### src/rtl/ysyx_24100006_axi_pkg.sv
// Shared constants, state encodings and request payload for the N-port AXI crossbar.
package ysyx_24100006_axi_pkg;

  localparam int unsigned AW    = 32;
  localparam int unsigned DW    = 32;
  localparam int unsigned LW    = 8;
  localparam int unsigned SW    = 3;
  localparam int unsigned STRBW = 4;
  localparam int unsigned RESPW = 2;
  localparam int unsigned IDXW  = 3;

  localparam logic [RESPW-1:0] RESP_OKAY   = 2'b00;
  localparam logic [RESPW-1:0] RESP_SLVERR = 2'b10;
  localparam logic [RESPW-1:0] RESP_DECERR = 2'b11;

  localparam logic [SW-1:0] SIZE_1B = 3'b000;
  localparam logic [SW-1:0] SIZE_2B = 3'b001;
  localparam logic [SW-1:0] SIZE_4B = 3'b010;

  typedef enum logic [1:0] {R_IDLE, R_ADDR, R_DATA, R_ERR} rd_state_e;
  typedef enum logic [2:0] {W_IDLE, W_ADDR, W_DATA, W_RESP, W_ERR} wr_state_e;

  typedef struct packed {
    logic [AW-1:0] addr;
    logic [LW-1:0] len;
    logic [SW-1:0] size;
  } ax_req_t;

endpackage

### src/rtl/ysyx_24100006_axi_addr_dec.sv
// Combinational address decoder: lowest-index slave whose masked base matches wins.
module ysyx_24100006_axi_addr_dec
  import ysyx_24100006_axi_pkg::*;
#(
  parameter int unsigned         N_SLV    = 3,
  parameter logic [N_SLV*AW-1:0] SLV_BASE = {32'h8000_0000, 32'h1000_0000, 32'h0200_0000},
  parameter logic [N_SLV*AW-1:0] SLV_MASK = {32'hF800_0000, 32'hFFFF_F000, 32'hFFFF_0000}
) (
  input  logic [AW-1:0]   addr,
  output logic            hit,
  output logic [IDXW-1:0] idx
);

  always_comb begin
    hit = 1'b0;
    idx = '0;
    for (int i = 0; i < int'(N_SLV); i++) begin
      if (!hit && ((addr & SLV_MASK[i*AW +: AW]) == SLV_BASE[i*AW +: AW])) begin
        hit = 1'b1;
        idx = IDXW'(i);
      end
    end
  end

endmodule

### src/rtl/ysyx_24100006_axi_xbar_nport.sv
// 1-master to N-slave AXI crossbar with independent read/write FSMs and DECERR handling.
module ysyx_24100006_axi_xbar_nport
  import ysyx_24100006_axi_pkg::*;
#(
  parameter int unsigned         N_SLV    = 3,
  parameter logic [N_SLV*AW-1:0] SLV_BASE = {32'h8000_0000, 32'h1000_0000, 32'h0200_0000},
  parameter logic [N_SLV*AW-1:0] SLV_MASK = {32'hF800_0000, 32'hFFFF_F000, 32'hFFFF_0000}
) (
  input  logic                     clk,
  input  logic                     reset,
  input  logic                     m_awvalid,
  output logic                     m_awready,
  input  logic [AW-1:0]            m_awaddr,
  input  logic [LW-1:0]            m_awlen,
  input  logic [SW-1:0]            m_awsize,
  input  logic                     m_wvalid,
  output logic                     m_wready,
  input  logic [DW-1:0]            m_wdata,
  input  logic [STRBW-1:0]         m_wstrb,
  input  logic                     m_wlast,
  output logic                     m_bvalid,
  input  logic                     m_bready,
  output logic [RESPW-1:0]         m_bresp,
  input  logic                     m_arvalid,
  output logic                     m_arready,
  input  logic [AW-1:0]            m_araddr,
  input  logic [LW-1:0]            m_arlen,
  input  logic [SW-1:0]            m_arsize,
  output logic                     m_rvalid,
  input  logic                     m_rready,
  output logic [DW-1:0]            m_rdata,
  output logic [RESPW-1:0]         m_rresp,
  output logic                     m_rlast,
  output logic [N_SLV-1:0]         s_awvalid,
  input  logic [N_SLV-1:0]         s_awready,
  output logic [N_SLV*AW-1:0]      s_awaddr,
  output logic [N_SLV*LW-1:0]      s_awlen,
  output logic [N_SLV*SW-1:0]      s_awsize,
  output logic [N_SLV-1:0]         s_wvalid,
  input  logic [N_SLV-1:0]         s_wready,
  output logic [N_SLV*DW-1:0]      s_wdata,
  output logic [N_SLV*STRBW-1:0]   s_wstrb,
  output logic [N_SLV-1:0]         s_wlast,
  input  logic [N_SLV-1:0]         s_bvalid,
  output logic [N_SLV-1:0]         s_bready,
  input  logic [N_SLV*RESPW-1:0]   s_bresp,
  output logic [N_SLV-1:0]         s_arvalid,
  input  logic [N_SLV-1:0]         s_arready,
  output logic [N_SLV*AW-1:0]      s_araddr,
  output logic [N_SLV*LW-1:0]      s_arlen,
  output logic [N_SLV*SW-1:0]      s_arsize,
  input  logic [N_SLV-1:0]         s_rvalid,
  output logic [N_SLV-1:0]         s_rready,
  input  logic [N_SLV*DW-1:0]      s_rdata,
  input  logic [N_SLV*RESPW-1:0]   s_rresp,
  input  logic [N_SLV-1:0]         s_rlast,
  output logic [1:0]               access_fault
);

  rd_state_e        rd_state_q, rd_state_d;
  wr_state_e        wr_state_q, wr_state_d;
  ax_req_t          ar_q, ar_d, aw_q, aw_d;
  logic [N_SLV-1:0] rd_sel_q, rd_sel_d, wr_sel_q, wr_sel_d;
  logic [LW-1:0]    rd_beat_q, rd_beat_d;
  logic             rd_acked_q, rd_acked_d, wr_acked_q, wr_acked_d;
  logic             wr_wdone_q, wr_wdone_d;
  logic [1:0]       fault_q, fault_d;

  logic            rd_hit, wr_hit;
  logic [IDXW-1:0] rd_idx, wr_idx;
  logic            ar_fwd, r_fwd, aw_fwd, w_fwd, b_fwd;

  logic             sel_arready, sel_rvalid, sel_rlast;
  logic [DW-1:0]    sel_rdata;
  logic [RESPW-1:0] sel_rresp, sel_bresp;
  logic             sel_awready, sel_wready, sel_bvalid;

  ysyx_24100006_axi_addr_dec #(.N_SLV(N_SLV), .SLV_BASE(SLV_BASE), .SLV_MASK(SLV_MASK)) u_rd_dec (
    .addr(m_araddr), .hit(rd_hit), .idx(rd_idx)
  );
  ysyx_24100006_axi_addr_dec #(.N_SLV(N_SLV), .SLV_BASE(SLV_BASE), .SLV_MASK(SLV_MASK)) u_wr_dec (
    .addr(m_awaddr), .hit(wr_hit), .idx(wr_idx)
  );

  // Slave-to-master return mux driven by the latched one-hot selects.
  always_comb begin
    sel_arready = 1'b0; sel_rvalid = 1'b0; sel_rlast = 1'b0;
    sel_rdata   = '0;   sel_rresp  = '0;
    sel_awready = 1'b0; sel_wready = 1'b0; sel_bvalid = 1'b0; sel_bresp = '0;
    for (int i = 0; i < int'(N_SLV); i++) begin
      if (rd_sel_q[i]) begin
        sel_arready = s_arready[i];
        sel_rvalid  = s_rvalid[i];
        sel_rlast   = s_rlast[i];
        sel_rdata   = s_rdata[i*DW +: DW];
        sel_rresp   = s_rresp[i*RESPW +: RESPW];
      end
      if (wr_sel_q[i]) begin
        sel_awready = s_awready[i];
        sel_wready  = s_wready[i];
        sel_bvalid  = s_bvalid[i];
        sel_bresp   = s_bresp[i*RESPW +: RESPW];
      end
    end
  end

  always_comb begin
    rd_state_d = rd_state_q; ar_d = ar_q; rd_sel_d = rd_sel_q;
    rd_beat_d  = rd_beat_q;  rd_acked_d = rd_acked_q;
    m_arready = 1'b0; m_rvalid = 1'b0; m_rdata = '0; m_rresp = RESP_OKAY; m_rlast = 1'b0;
    ar_fwd = 1'b0; r_fwd = 1'b0;
    case (rd_state_q)
      R_IDLE: if (m_arvalid) begin
        ar_d       = '{addr: m_araddr, len: m_arlen, size: m_arsize};
        rd_sel_d   = rd_hit ? (N_SLV'(1) << rd_idx) : '0;
        rd_beat_d  = '0;
        rd_acked_d = 1'b0;
        rd_state_d = rd_hit ? R_ADDR : R_ERR;
      end
      R_ADDR: begin
        ar_fwd    = 1'b1;
        m_arready = sel_arready;
        if (sel_arready) rd_state_d = R_DATA;
      end
      R_DATA: begin
        r_fwd    = 1'b1;
        m_rvalid = sel_rvalid;
        m_rdata  = sel_rdata;
        m_rresp  = sel_rresp;
        m_rlast  = sel_rlast;
        if (sel_rvalid && m_rready && sel_rlast) rd_state_d = R_IDLE;
      end
      R_ERR: begin
        // One-cycle address acknowledge, then arlen+1 DECERR beats.
        if (!rd_acked_q) begin
          m_arready  = 1'b1;
          rd_acked_d = 1'b1;
        end else begin
          m_rvalid = 1'b1;
          m_rresp  = RESP_DECERR;
          m_rlast  = (rd_beat_q == ar_q.len);
          if (m_rready) begin
            if (m_rlast) begin
              rd_state_d = R_IDLE;
              rd_beat_d  = '0;
            end else begin
              rd_beat_d = rd_beat_q + LW'(1);
            end
          end
        end
      end
      default: rd_state_d = R_IDLE;
    endcase
  end

  always_comb begin
    wr_state_d = wr_state_q; aw_d = aw_q; wr_sel_d = wr_sel_q;
    wr_acked_d = wr_acked_q; wr_wdone_d = wr_wdone_q;
    m_awready = 1'b0; m_wready = 1'b0; m_bvalid = 1'b0; m_bresp = RESP_OKAY;
    aw_fwd = 1'b0; w_fwd = 1'b0; b_fwd = 1'b0;
    case (wr_state_q)
      W_IDLE: if (m_awvalid) begin
        aw_d       = '{addr: m_awaddr, len: m_awlen, size: m_awsize};
        wr_sel_d   = wr_hit ? (N_SLV'(1) << wr_idx) : '0;
        wr_acked_d = 1'b0;
        wr_wdone_d = 1'b0;
        wr_state_d = wr_hit ? W_ADDR : W_ERR;
      end
      W_ADDR: begin
        aw_fwd    = 1'b1;
        m_awready = sel_awready;
        if (sel_awready) wr_state_d = W_DATA;
      end
      W_DATA: begin
        w_fwd    = 1'b1;
        m_wready = sel_wready;
        if (m_wvalid && sel_wready && m_wlast) wr_state_d = W_RESP;
      end
      W_RESP: begin
        b_fwd    = 1'b1;
        m_bvalid = sel_bvalid;
        m_bresp  = sel_bresp;
        if (sel_bvalid && m_bready) wr_state_d = W_IDLE;
      end
      W_ERR: begin
        // Acknowledge AW, sink the burst, then hold DECERR until accepted.
        if (!wr_acked_q) begin
          m_awready  = 1'b1;
          wr_acked_d = 1'b1;
        end else if (!wr_wdone_q) begin
          m_wready = 1'b1;
          if (m_wvalid && m_wlast) wr_wdone_d = 1'b1;
        end else begin
          m_bvalid = 1'b1;
          m_bresp  = RESP_DECERR;
          if (m_bready) wr_state_d = W_IDLE;
        end
      end
      default: wr_state_d = W_IDLE;
    endcase
  end

  // Only the selected slot sees traffic; all others are held at zero.
  always_comb begin
    s_arvalid = '0; s_araddr = '0; s_arlen = '0; s_arsize = '0; s_rready = '0;
    s_awvalid = '0; s_awaddr = '0; s_awlen = '0; s_awsize = '0;
    s_wvalid  = '0; s_wdata  = '0; s_wstrb = '0; s_wlast  = '0; s_bready = '0;
    for (int i = 0; i < int'(N_SLV); i++) begin
      if (rd_sel_q[i] && ar_fwd) begin
        s_arvalid[i]           = 1'b1;
        s_araddr[i*AW +: AW]   = ar_q.addr;
        s_arlen[i*LW +: LW]    = ar_q.len;
        s_arsize[i*SW +: SW]   = ar_q.size;
      end
      if (rd_sel_q[i] && r_fwd) s_rready[i] = m_rready;
      if (wr_sel_q[i] && aw_fwd) begin
        s_awvalid[i]           = 1'b1;
        s_awaddr[i*AW +: AW]   = aw_q.addr;
        s_awlen[i*LW +: LW]    = aw_q.len;
        s_awsize[i*SW +: SW]   = aw_q.size;
      end
      if (wr_sel_q[i] && w_fwd) begin
        s_wvalid[i]                = m_wvalid;
        s_wdata[i*DW +: DW]        = m_wdata;
        s_wstrb[i*STRBW +: STRBW]  = m_wstrb;
        s_wlast[i]                 = m_wlast;
      end
      if (wr_sel_q[i] && b_fwd) s_bready[i] = m_bready;
    end
  end

  always_comb begin
    fault_d[0] = m_rvalid && m_rready && (m_rresp != RESP_OKAY);
    fault_d[1] = m_bvalid && m_bready && (m_bresp != RESP_OKAY);
  end

  assign access_fault = fault_q;

  always_ff @(posedge clk or negedge reset) begin
    if (!reset) begin
      rd_state_q <= R_IDLE;
      wr_state_q <= W_IDLE;
      ar_q       <= '0;
      aw_q       <= '0;
      rd_sel_q   <= '0;
      wr_sel_q   <= '0;
      rd_beat_q  <= '0;
      rd_acked_q <= 1'b0;
      wr_acked_q <= 1'b0;
      wr_wdone_q <= 1'b0;
      fault_q    <= '0;
    end else begin
      rd_state_q <= rd_state_d;
      wr_state_q <= wr_state_d;
      ar_q       <= ar_d;
      aw_q       <= aw_d;
      rd_sel_q   <= rd_sel_d;
      wr_sel_q   <= wr_sel_d;
      rd_beat_q  <= rd_beat_d;
      rd_acked_q <= rd_acked_d;
      wr_acked_q <= wr_acked_d;
      wr_wdone_q <= wr_wdone_d;
      fault_q    <= fault_d;
    end
  end

endmodule

### config.mk
export PLATFORM = sky130hd
export DESIGN_NAME = ysyx_24100006_axi_xbar_nport
export DESIGN_NICKNAME = d
export VERILOG_FILES = /design/src/rtl/ysyx_24100006_axi_pkg.sv /design/src/rtl/ysyx_24100006_axi_addr_dec.sv /design/src/rtl/ysyx_24100006_axi_xbar_nport.sv
export SDC_FILE = /design/constraint.sdc
export NUM_CORES = 1
export LEC_CHECK = 0
export BUFFER_PORTS_ARGS = -buffer_cell sky130_fd_sc_hd__buf_2
export CAP_MARGIN = 40
export CELL_PAD_IN_SITES_DETAIL_PLACEMENT = 2
export CELL_PAD_IN_SITES_GLOBAL_PLACEMENT = 2
export CORE_AREA = 2 2 267 269
export DETAILED_ROUTE_END_ITERATION = 8
export DIE_AREA = 0 0 269 271
export GPL_ROUTABILITY_DRIVEN = 0
export GPL_TIMING_DRIVEN = 0
export PLACE_DENSITY_LB_ADDON = 0.1
export SYNTH_ARGS = -nofsm -noshare
export SYNTH_HDL_FRONTEND = slang
export SYNTH_SLANG_ARGS = --single-unit
### constraint.sdc
create_clock -name clk -period 1.7 [get_ports clk]
set_input_delay 0.34 -clock clk [delete_from_list [all_inputs] [get_ports clk]]
set_output_delay 0.34 -clock clk [all_outputs]
set_load 0.005 [all_outputs]
==> Implementation_results.wiki <==
{| class="wikitable"
! Metric !! Value
|-
| Net count reported at finish || about 2200
|-
| Switching share of power || between 40% and 50%
|-
| Root Buffer || sky130_fd_sc_hd__clkbuf_16
|-
| Number of flops mapped to enable cells by yosys || 0
|-
| Num Clock Sinks || between 100 and 150
|-
| Synth Register Bits || 110
|-
| Pre-Repair DR Iteration Count || 4
|-
| Class of the tightest hold or removal check || primary input to register
|-
| Vias in the first global route || roughly 13000
|-
| Number of warnings issued by yosys || 0
|-
| Power per Cell Area || around 670 mW/mm^2
|-
| Internal Pwr Total || about 7.4 mW
|-
| Total global routing overflow || 0
|-
| CTS max path bufs || 2
|-
| Sequential power share || 39.7%
|-
| Share of synthesized area occupied by flip-flops and latches || between 30% and 40%
|-
| Post-Syn Area || about 0.0083 mm^2
|-
| Post-synthesis cell type count || between 40 and 50
|-
| Vias/cell || between 4 and 5
|-
| Critical path required time || between 1 and 1.5 ns
|-
| Crit-path cells || nor2b_4 -> buf_12 -> buf_12 -> buf_16 -> a22oi_2 -> nor2_1 -> a21oi_1 -> nor2_1 -> buf_2
|-
| Number of fill cells in the layout || slightly below 8000
|-
| Combinational Power Share || ~44%
|-
| Footprint of the flip-flops and latches || 0.00277 mm^2
|-
| Peak supply drop || just over 0.4 mV
|-
| Mapped Cells || ~1100
|-
| Path type of the worst setup path || register to primary output
|-
| Count of final setup violators || 480
|-
| Core Box Area || 0.0698 mm^2
|-
| Starting utilization of the core area || a little under an eighth
|-
| Net count after synthesis || 1404
|-
| Capturing element type of the critical path || primary output
|-
| Die span in x || ~270 um
|-
| Max-capacitance violation count || 0
|-
| Hpwl dp || ~52000 um
|-
| Critical path's largest stage delay || 0.47 ns
|-
| Final wirelength || roughly 70000 um
|-
| Fin Clk Skew || around 0.0066 ns
|-
| P_sw || about 5.8 mW
|-
| Count of buffering cells on the critical path with inverters included || 4
|-
| Clock tree from TritonCTS || yes
|-
| Vias post-DR || between 10000 and 15000
|-
| Clock latency on the worst-skew pair || about 0.40 ns
|-
| DIE HEIGHT || between 200 and 300 um
|-
| Area Growth Syn to Fin || 138%
|-
| Startpoint kind of the worst setup timing path || register
|-
| Count of endpoints failing hold in the final timing report || 0
|-
| Most used cells in the layout excluding fill and tap cells || 379 x sky130_fd_sc_hd__buf_6, 348 x sky130_fd_sc_hd__buf_2, 281 x sky130_fd_sc_hd__nand2_1, 221 x sky130_fd_sc_hd__and2_4, 113 x sky130_fd_sc_hd__and3_4
|-
| Total power consumption of the routed design || 13.2 mW
|-
| CP max-delay cell || sky130_fd_sc_hd__dfrtp_2
|-
| Syn_area_per_cell || 7.22 um^2
|-
| Violated checks || setup timing
|-
| First-pass GRT wire length || 94600 um
|-
| PortBufs || roughly 700
|-
| Final worst path period need || 2.26 ns
|-
| Most common library cell in the layout ignoring fill and taps || sky130_fd_sc_hd__buf_6
|-
| Final-report max-slew violation count || 0
|-
| Run status || finished with violations
|-
| CTS buffer count || 9
|-
| Setup repair after global routing missed its margin || yes
|-
| Pin count of the biggest net entering global routing || between 60 and 70
|-
| Max FO, Critical Path || 7
|-
| Avg WL per Cell || around 24 um
|-
| Number of antenna violations at the first check in global routing || 23
|-
| Proportion of layout cells with a drive suffix above 1 || 67.9%
|-
| Arrival time worst endpoint || around 1.9 ns
|-
| Antenna-violating nets left || 0
|-
| Minimum setup slack after placement || -1.10 ns
|-
| CTS HTree Levels || 3
|-
| Clk slew on worst S/H paths || 0.09 ns
|-
| Die Outline Area || roughly 0.073 mm^2
|-
| Tcrit/Tclk final || 133%
|-
| Detailed Route Iter0 Violations || 332
|-
| Worst-margin pin slew || roughly 0.81 ns
|-
| Leakage Power || between 9 and 10 nW
|-
| Worst relative slew slack || a little under half
|-
| Top FF cell, synth || sky130_fd_sc_hd__dfrtp_1
|-
| Number of top-level pins || slightly below 700
|-
| FFs w/ async S/R, synth || 100%
|-
| Worst path top cell family by delay || buffers and inverters
|-
| Final Worst Setup Slack || -0.561 ns
|-
| Area taken by multi-input logic gates || ~0.0067 mm^2
|-
| Cell Rows || 97
|-
| Number of DRC violations after detailed routing || 0
|-
| Global-route total usage across every layer || roughly 18%
|-
| Clock share of power || ~17%
|-
| Upper clock frequency limit || 0.442 GHz
|}
==> power groups by stage <==
stage	combinational [mW]	sequential, mW	clock, mW
2_1_floorplan	2.10	4.39	0
3_3_place_gp	3.47	5.13	0
3_5_place_dp	3.61	5.16	0
4_1_cts	4.95	5.13	2.37
5_1_grt	6.40	5.45	2.41
6_report	5.76	5.25	2.21
==> flip-flops by register name, summed over array words and instances, names as in the netlist <==
name          count
access_fault      2
wr_wdone_q        1
wr_sel_q          3
wr_state_q        3
rd_state_q        2
rd_beat_q         8
rd_acked_q        1
rd_sel_q          3
wr_acked_q        1
ar_q             43
aw_q             43
==> Yosys cell counts, drive strengths merged, types with 3 or more instances <==
master / number / area (um^2)
nand2: 286 / 1070
a221oi: 6 / 52.6
o31ai: 5 / 37.5
or2: 3 / 18.8
nand3: 13 / 65.1
o21a: 5 / 37.5
o21ai: 48 / 240
nor4: 11 / 81.3
nor2b: 8 / 50.1
and2: 248 / 1550
nand2b: 7 / 43.8
xor2: 8 / 70.1
nor3: 14 / 70.1
a21oi: 13 / 65.1
nand3b: 3 / 22.5
nand4: 5 / 31.3
a22o: 3 / 26.3
inv: 5 / 18.8
dfrtp: 110 / 2750
nor2: 54 / 205
a221o: 33 / 330
and3: 136 / 851
buf: 23 / 116
clkbuf: 79 / 297
==> stage by stage <==
step	hold slack, ns	cell area (um^2)	setup TNS [ns]	util (%)	cells
floorplan	0.0444	8280	-1.06	-	1147
global placement	0.495	12900	-447.00	18.5	2770
detailed placement	0.355	12900	-279.60	18.5	2771
CTS	0.0903	16500	-187.10	23.7	2871
global route	0.122	19700	-232.13	28.2	2925
finish	0.125	19700	-183.43	28.2	2930
==> timing repair <==
| item | CTS | global route |
|---|---|---|
| endpoints found under the setup margin | 514 | 526 |
| hold buffers | 1 | 0 |
| buffers inserted | 64 | 37 |
| endpoints found under the hold margin | 49 | 0 |
| pin swaps | 125 | 58 |
| gates resized for setup | 625 | 587 |
| gates cloned | 23 | 24 |
==> path summary, 6_finish.rpt <==
| kind | start | to | slack [ns] | cells past startpoint |
|---|---|---|---|---|
| worst max-delay path | rd_sel_q[1]$_DFFE_PN0P_ | m_rdata[31] | -0.56 | 9 |
| worst min-delay path | m_awaddr[1] | aw_q[12]$_DFFE_PN0P_ | 0.12 | 3 |
| worst max register to register | wr_state_q[1]$_DFFE_PN0P_ | wr_sel_q[0]$_DFFE_PN0P_ | -0.24 | 12 |
| worst min register to register | aw_q[2]$_DFFE_PN0P_ | aw_q[2]$_DFFE_PN0P_ | 0.54 | 2 |
| max in group asynchronous | reset | wr_sel_q[0]$_DFFE_PN0P_ | 0.40 | 3 |
| min in group asynchronous | reset | ar_q[17]$_DFFE_PN0P_ | 0.48 | 2 |
==> worst reg2reg max path, stage by stage, from the launching register on <==
cell and delay, ns:
sky130_fd_sc_hd__dfrtp_1 0.38, sky130_fd_sc_hd__buf_6 0.14, sky130_fd_sc_hd__buf_4 0.14, sky130_fd_sc_hd__buf_6 0.11
sky130_fd_sc_hd__nor2_4 0.08, sky130_fd_sc_hd__buf_4 0.11, sky130_fd_sc_hd__buf_6 0.10, sky130_fd_sc_hd__nand2_2 0.06
sky130_fd_sc_hd__or2_4 0.28, sky130_fd_sc_hd__buf_8 0.13, sky130_fd_sc_hd__buf_4 0.16, sky130_fd_sc_hd__nand2_1 0.06
sky130_fd_sc_hd__o21ai_0 0.07
==> kinds of logic (layout without fill, tap and decap cells) <==
group                      after synthesis  after routing  synth area share [%]
DFF                                    110            110                  33.2
other                                    0             11                     0
AOI/OAI and AO/OA                      126            126                  10.8
xor gates and xnor gates                 8              8                 0.846
adders and majority gates                1              1                 0.151
buffers and inverters                  107            939                  5.21
and+or+nand+nor                        795            795                  49.8
==> per-layer routing <==
metal	share of wire, %	GRT usage [%]	vias to the layer above
met3	5.4	4.33	64
met2	51	32.0	347
met4	1.6	4.17	10
met5	0.098	0	-
li1	-	-	5500
met1	41	21.0	6010
==> final cells by class <==
type                       count  area share, %
tap                          940           5.98
antenna                       11          0.140
buffer                        91           6.58
clock inverter                 7          0.242
timing repair buffer         827           37.9
inverter                       5          0.140
clock buffer                   9           1.14
multi-input combinational    930           33.8
sequential                   110           14.1
No activity file was read; power rests on OpenSTA's default activity.
